$ cat config.mk
export PLATFORM = sky130hd
export DESIGN_NAME = mixer_share_arb
export DESIGN_NICKNAME = d
export VERILOG_FILES = /design/src/rtl/mixer_share_pkg.sv /design/src/rtl/mixer_share_arb_rr_arbiter.sv /design/src/rtl/mixer_share_arb.sv
export SDC_FILE = /design/constraint.sdc
export NUM_CORES = 1
export LEC_CHECK = 0
export CAP_MARGIN = 20
export CORE_MARGIN = 10
export CORE_UTILIZATION = 59
export CTS_CLUSTER_DIAMETER = 200
export DETAILED_ROUTE_END_ITERATION = 8
export GPL_ROUTABILITY_DRIVEN = 1
export GPL_TIMING_DRIVEN = 0
export PLACE_DENSITY = 0.91
export REMOVE_ABC_BUFFERS = 1
export SYNTH_ARGS = -nofsm -noshare
export SYNTH_HDL_FRONTEND = slang
export SYNTH_SLANG_ARGS = --single-unit
$ cat constraint.sdc
create_clock -name clk -period 6.66 [get_ports clk]
set_input_delay 0.999 -clock clk [delete_from_list [all_inputs] [get_ports clk]]
set_output_delay 0.999 -clock clk [all_outputs]
set_load 0.05 [all_outputs]
$ cat src/rtl/mixer_share_pkg.sv
// Shared widths, pipeline latency and product-slice helper for the shared mixer.
package mixer_share_pkg;
  localparam int DEF_NCH  = 4;
  localparam int DEF_CW   = 2;
  localparam int DEF_DWI  = 16;
  localparam int DEF_DWLO = 18;
  localparam int DEF_DAVR = 4;
  localparam int DEF_DROP = 1;
  localparam int LAT      = 4;

  typedef struct packed {
    int hi;
    int lo;
  } slice_t;

  // Keep dwi+davr bits of the product after discarding redundant sign bits.
  function automatic slice_t slice_bounds(int dwi, int dwlo, int davr, int drop);
    slice_t sb;
    sb.hi = dwi + dwlo - drop - 1;
    sb.lo = dwlo - davr - drop;
    return sb;
  endfunction
endpackage

$ cat src/rtl/mixer_share_arb_rr_arbiter.sv
// Round-robin arbiter: searches req upward from a rotating pointer, one grant per cycle.
module rr_arbiter #(
  parameter int NCH = 4,
  parameter int CW  = 2
) (
  input  logic           clk,
  input  logic           rst,
  input  logic           en,
  input  logic [NCH-1:0] req,
  output logic [NCH-1:0] grant,
  output logic [CW-1:0]  idx,
  output logic           gvalid
);
  logic [CW-1:0] ptr_reg, ptr_next;

  always_comb begin
    int c;
    c      = 0;
    grant  = '0;
    idx    = '0;
    gvalid = 1'b0;
    for (int i = 0; i < NCH; i++) begin
      c = int'(ptr_reg) + i;
      if (c >= NCH) c = c - NCH;
      if (!gvalid && req[c]) begin
        gvalid = 1'b1;
        idx    = CW'(c);
      end
    end
    if (!en || rst) gvalid = 1'b0;
    if (gvalid) grant[idx] = 1'b1;
  end

  // Explicit wrap keeps the pointer inside 0..NCH-1 for non-power-of-two NCH.
  always_comb begin
    ptr_next = ptr_reg;
    if (gvalid) ptr_next = (idx == CW'(NCH - 1)) ? '0 : idx + 1'b1;
  end

  always_ff @(posedge clk or posedge rst) begin
    if (rst) ptr_reg <= '0;
    else     ptr_reg <= ptr_next;
  end
endmodule

$ cat src/rtl/mixer_share_arb.sv
// Round-robin shared mixer: one operand pair per cycle through a 4-stage multiply/slice pipe.
module mixer_share_arb
  import mixer_share_pkg::*;
#(
  parameter int NCH           = DEF_NCH,
  parameter int CW            = DEF_CW,
  parameter int dwi           = DEF_DWI,
  parameter int dwlo          = DEF_DWLO,
  parameter int davr          = DEF_DAVR,
  parameter int NUM_DROP_BITS = DEF_DROP
) (
  input  logic                       clk,
  input  logic                       rst,
  input  logic                       en,
  input  logic [NCH-1:0]             req,
  input  logic [NCH*dwi-1:0]         adc_bus,
  input  logic [NCH*dwlo-1:0]        lo_bus,
  output logic [NCH-1:0]             grant,
  output logic                       out_valid,
  output logic [CW-1:0]              out_ch,
  output logic signed [dwi+davr-1:0] mixout,
  output logic                       busy
);
  localparam slice_t SB  = slice_bounds(dwi, dwlo, davr, NUM_DROP_BITS);
  localparam int     SHI = SB.hi;
  localparam int     SLO = SB.lo;
  localparam int     PW  = dwi + dwlo;

  logic signed [dwi-1:0]  adc_arr [NCH];
  logic signed [dwlo-1:0] lo_arr  [NCH];

  for (genvar gi = 0; gi < NCH; gi++) begin : g_unpack
    assign adc_arr[gi] = adc_bus[gi*dwi +: dwi];
    assign lo_arr[gi]  = lo_bus[gi*dwlo +: dwlo];
  end

  logic [CW-1:0] sel_idx;
  logic          sel_valid;

  rr_arbiter #(.NCH(NCH), .CW(CW)) u_arb (
    .clk    (clk),
    .rst    (rst),
    .en     (en),
    .req    (req),
    .grant  (grant),
    .idx    (sel_idx),
    .gvalid (sel_valid)
  );

  logic [LAT-1:0]           vld_reg;
  logic signed [dwi-1:0]    adc1_reg;
  logic signed [dwlo-1:0]   lo1_reg;
  logic [CW-1:0]            tag1_reg, tag2_reg, tag3_reg, tag4_reg;
  logic signed [PW-1:0]     prod2_reg;
  logic [dwi+davr-1:0]      slice3_reg, mix4_reg;

  always_ff @(posedge clk or posedge rst) begin
    if (rst) vld_reg <= '0;
    else     vld_reg <= {vld_reg[LAT-2:0], sel_valid};
  end

  // Data stages load only behind a valid token so outputs hold between results.
  always_ff @(posedge clk or posedge rst) begin
    if (rst) begin
      adc1_reg   <= '0;
      lo1_reg    <= '0;
      tag1_reg   <= '0;
      prod2_reg  <= '0;
      tag2_reg   <= '0;
      slice3_reg <= '0;
      tag3_reg   <= '0;
      mix4_reg   <= '0;
      tag4_reg   <= '0;
    end else begin
      if (sel_valid) begin
        adc1_reg <= adc_arr[sel_idx];
        lo1_reg  <= lo_arr[sel_idx];
        tag1_reg <= sel_idx;
      end
      if (vld_reg[0]) begin
        prod2_reg <= PW'(adc1_reg) * PW'(lo1_reg);
        tag2_reg  <= tag1_reg;
      end
      if (vld_reg[1]) begin
        slice3_reg <= prod2_reg[SHI:SLO];
        tag3_reg   <= tag2_reg;
      end
      if (vld_reg[2]) begin
        mix4_reg <= slice3_reg;
        tag4_reg <= tag3_reg;
      end
    end
  end

  assign out_valid = vld_reg[LAT-1];
  assign out_ch    = tag4_reg;
  assign mixout    = mix4_reg;
  assign busy      = |vld_reg;
endmodule

==> metrics.log <==
[metrics] Bufs on Longest Clock Path: 2
[metrics] largest stage delay on the critical path: 0.79 ns
[metrics] Crit path arrival time: 6.74 ns
[metrics] vertical die dimension: 182 um
[metrics] Startpoint Class: flop
[metrics] area of all placed cells without fillers: 17800 sq um
[metrics] antenna diode instance count: 0
[metrics] clock buffers created by TritonCTS: 9
[metrics] cells along the critical path: nand2_1, fa_1, inv_1, fa_1, fa_1, fa_1, fa_1, inv_1, fa_1, inv_1, ha_1, a21oi_1, o21a_1, o211ai_1, a211oi_4, o211ai_1, buf_4, a21o_1, o311ai_0
[metrics] Post-synth ARST share: 100%
[metrics] # nets final: about 2300
[metrics] antenna violations before repair: 0
[metrics] number of sinks driven by the clock tree: between 100 and 150
[metrics] wire length of the first global-routing pass: 65500 um
[metrics] endpoints failing setup: 0
[metrics] count of maximum capacitance violations: 0
[metrics] M1 wire length: 13000 um
[metrics] die area: around 33000 sq um
[metrics] average vias per placed instance: approximately 5.7
[metrics] timing-limited maximum frequency: 0.154 GHz
[metrics] register area share after synthesis: roughly 17%
[metrics] top metal layer carrying routed signals: met4
[metrics] clock-pin slew of the registers on the worst-case setup and hold paths: 0.09 ns
[metrics] CP max FO: 17
[metrics] DRC violation count after routing: 0
[metrics] weighted congestion at the end of routability-driven global placement: 0.912
[metrics] starting utilization of the core area: 59.8%
[metrics] clock latency on the worst-skew pair: around 0.37 ns
[metrics] final worst path period share: a little over nine tenths
[metrics] total core area: roughly 26000 sq um
[metrics] hold slack: between 0.5 and 0.6 ns
[metrics] transition time at the pin with the least slew margin: 1.02 ns
[metrics] wire length on met3: roughly 2700 um
[metrics] estimated wirelength of the detail-placed design: around 30000 um
[metrics] required arrival time at the worst endpoint: just under 7 ns
[metrics] cell seen most often among critical-path stages: sky130_fd_sc_hd__fa_1
[metrics] status: completed
[metrics] pre-CTS worst setup slack: between 0.15 and 0.2 ns
[metrics] max-slew violations: 0
[metrics] layout cell share with drive strength beyond 1: 6.22%
[metrics] number of detailed-routing iterations run before antenna repair: 5
[metrics] post-detailed-routing wire length: 38600 um
[metrics] Total Neg Setup Slack: 0 ns
[metrics] final worst slack: 0.174 ns
[metrics] final hold vios: 0
[metrics] number of warnings issued by yosys: 0
[metrics] library cells used by synthesis: slightly below 60
[metrics] post-synthesis instance area: roughly 16000 sq um
[metrics] HP Class: flop to flop
[metrics] layout overhead on the synthesized area: 14.7%
[metrics] Post-Synthesis Mean Instance Area: 9.01 sq um
[metrics] Post-synth top flop: sky130_fd_sc_hd__dfrtp_1
[metrics] met2 routed wirelength: 20600 um
[metrics] placed standard-cell area: 17400 sq um
[metrics] gate count of the mapped netlist: 1724
[metrics] number of primary I/O pins: 171
[metrics] standard-cell rows: 59
[metrics] Initial DRC Count: 889
[metrics] total number of vias: 12300
[metrics] post-route clock skew: 0.0118 ns
[metrics] CTS tree: built
[metrics] overall global routing resource usage: 24.1%
[metrics] CP Class: flop to flop
[metrics] final critical delay including setup and external delays: 6.49 ns
[metrics] DIE WIDTH: 182 um
[metrics] clock root cell: sky130_fd_sc_hd__clkbuf_16
[metrics] level count of the clock H-tree: 3
[metrics] grt total ovfl: 0
[metrics] slowest cell on the critical path: sky130_fd_sc_hd__dfrtp_1
[metrics] largest net degree at the start of global routing: 72
[metrics] count of flip-flops with a built-in enable after synthesis: 0
[metrics] endpoint type of the worst setup path: flop
[metrics] register bit total from synthesis: roughly 110
[metrics] post-detailed-route count of antenna-violating nets: 0
[metrics] Routed wire per std cell: about 18 um
[metrics] port bufs: 170
[metrics] headroom to the max-slew limit: 32.1%
[metrics] vias in the first global route: 13900
what timing repair did:
item | in CTS | in global routing
resized for setup | 0 | 17
endpoints found under the setup margin | 0 | 7
hold buffers | 0 | 0
setup buffers | 0 | 1
metal layers:
metal	global-route usage (%)	vias to the layer above
met5	0	-
met4	14.3	0
met3	3.86	190
met2	44.5	566
met1	25.3	6143
li1	-	5400
worst max-delay path, delay by kind of cell (launching register included):
kind	cells	cell delay (ns)
adders and majority gates	7	3.46
and+or+nand+nor	1	0.26
AOI/OAI and AO/OA	7	1.50
DFF	1	0.79
buffers and inverters	4	0.36
metrics by stage:
step                util, %  cells
floorplan                 -   1640
global placement       66.6   2145
detailed placement     67.1   2149
CTS                    68.3   2165
global route           68.6   2168
finish                 68.6   2168
cell type report:
type                       instances  area, sq um
multi-input combinational       1191        11200
sequential                       108         2720
timing repair buffer             177         1850
tap                              335          419
clock buffer                       9          225
inverter                         341         1280
clock inverter                     7         86.3
fill                            1872         8170
cell families (layout without fill, tap and decap cells):
family          after synthesis  count (layout)  share of synthesized area [%]
buf+inv                     425             534                           10.4
fa+ha+maj                   368             368                           43.3
flops                       108             108                           17.4
mux                          58              58                           4.23
compound gates              145             145                           5.82
xor+xnor                     25              25                           1.59
simple gates                595             595                           17.2
final timing paths:
check,start,to,slack [ns],cells past startpoint
worst max-delay path,lo1_reg[7],prod2_reg[32],0.17,19
worst min-delay path,prod2_reg[21],slice3_reg[8],0.51,1
worst max register to register,lo1_reg[7],prod2_reg[32],0.17,19
worst min register to register,prod2_reg[21],slice3_reg[8],0.51,1
max in group asynchronous,rst,adc1_reg[6],4.76,3
min in group asynchronous,rst,slice3_reg[1],1.13,2
placed cells by master, fill, tap and decap left out, types with 5 or more instances in the layout:
| cell | n |
|---|---|
| sky130_fd_sc_hd__nand2_1 | 369 |
| sky130_fd_sc_hd__inv_1 | 339 |
| sky130_fd_sc_hd__fa_1 | 282 |
| sky130_fd_sc_hd__clkdlybuf4s50_1 | 170 |
| sky130_fd_sc_hd__and2_1 | 126 |
| sky130_fd_sc_hd__dfrtp_1 | 93 |
| sky130_fd_sc_hd__ha_1 | 85 |
| sky130_fd_sc_hd__o21ai_0 | 76 |
| sky130_fd_sc_hd__mux2_2 | 57 |
| sky130_fd_sc_hd__nand3_1 | 43 |
| sky130_fd_sc_hd__nor2_1 | 27 |
| sky130_fd_sc_hd__a21oi_1 | 20 |
| sky130_fd_sc_hd__xnor2_1 | 17 |
| sky130_fd_sc_hd__dfrtp_2 | 15 |
| sky130_fd_sc_hd__clkbuf_16 | 9 |
| sky130_fd_sc_hd__nand2b_1 | 8 |
| sky130_fd_sc_hd__xor2_1 | 6 |
| sky130_fd_sc_hd__a21o_1 | 5 |
| sky130_fd_sc_hd__nand4_1 | 5 |
| sky130_fd_sc_hd__o211ai_1 | 5 |
| sky130_fd_sc_hd__nor3_1 | 5 |
cells in the mapped netlist, drive strengths merged (3+ instances only):
master / number / area share [%]
nor2: 27 / 0.65
dfrtp: 108 / 17
a21o: 7 / 0.35
mux2: 58 / 4.2
o21ai: 79 / 2.6
and2: 126 / 5.1
nand2: 369 / 8.9
a221o: 3 / 0.19
buf: 9 / 0.29
clkbuf: 75 / 1.9
ha: 85 / 6.8
nand2b: 8 / 0.32
xnor2: 17 / 0.96
fa: 283 / 36
nor3: 5 / 0.16
o31ai: 4 / 0.23
and3: 4 / 0.17
a21oi: 21 / 0.68
inv: 341 / 8.2
a211o: 3 / 0.17
xor2: 6 / 0.34
o211ai: 6 / 0.32
nand3: 44 / 1.4
a211oi: 3 / 0.23
nand4: 5 / 0.20
Power is not shown: default switching activity piles up to over one toggle a cycle in this logic, so the estimate is an artifact.
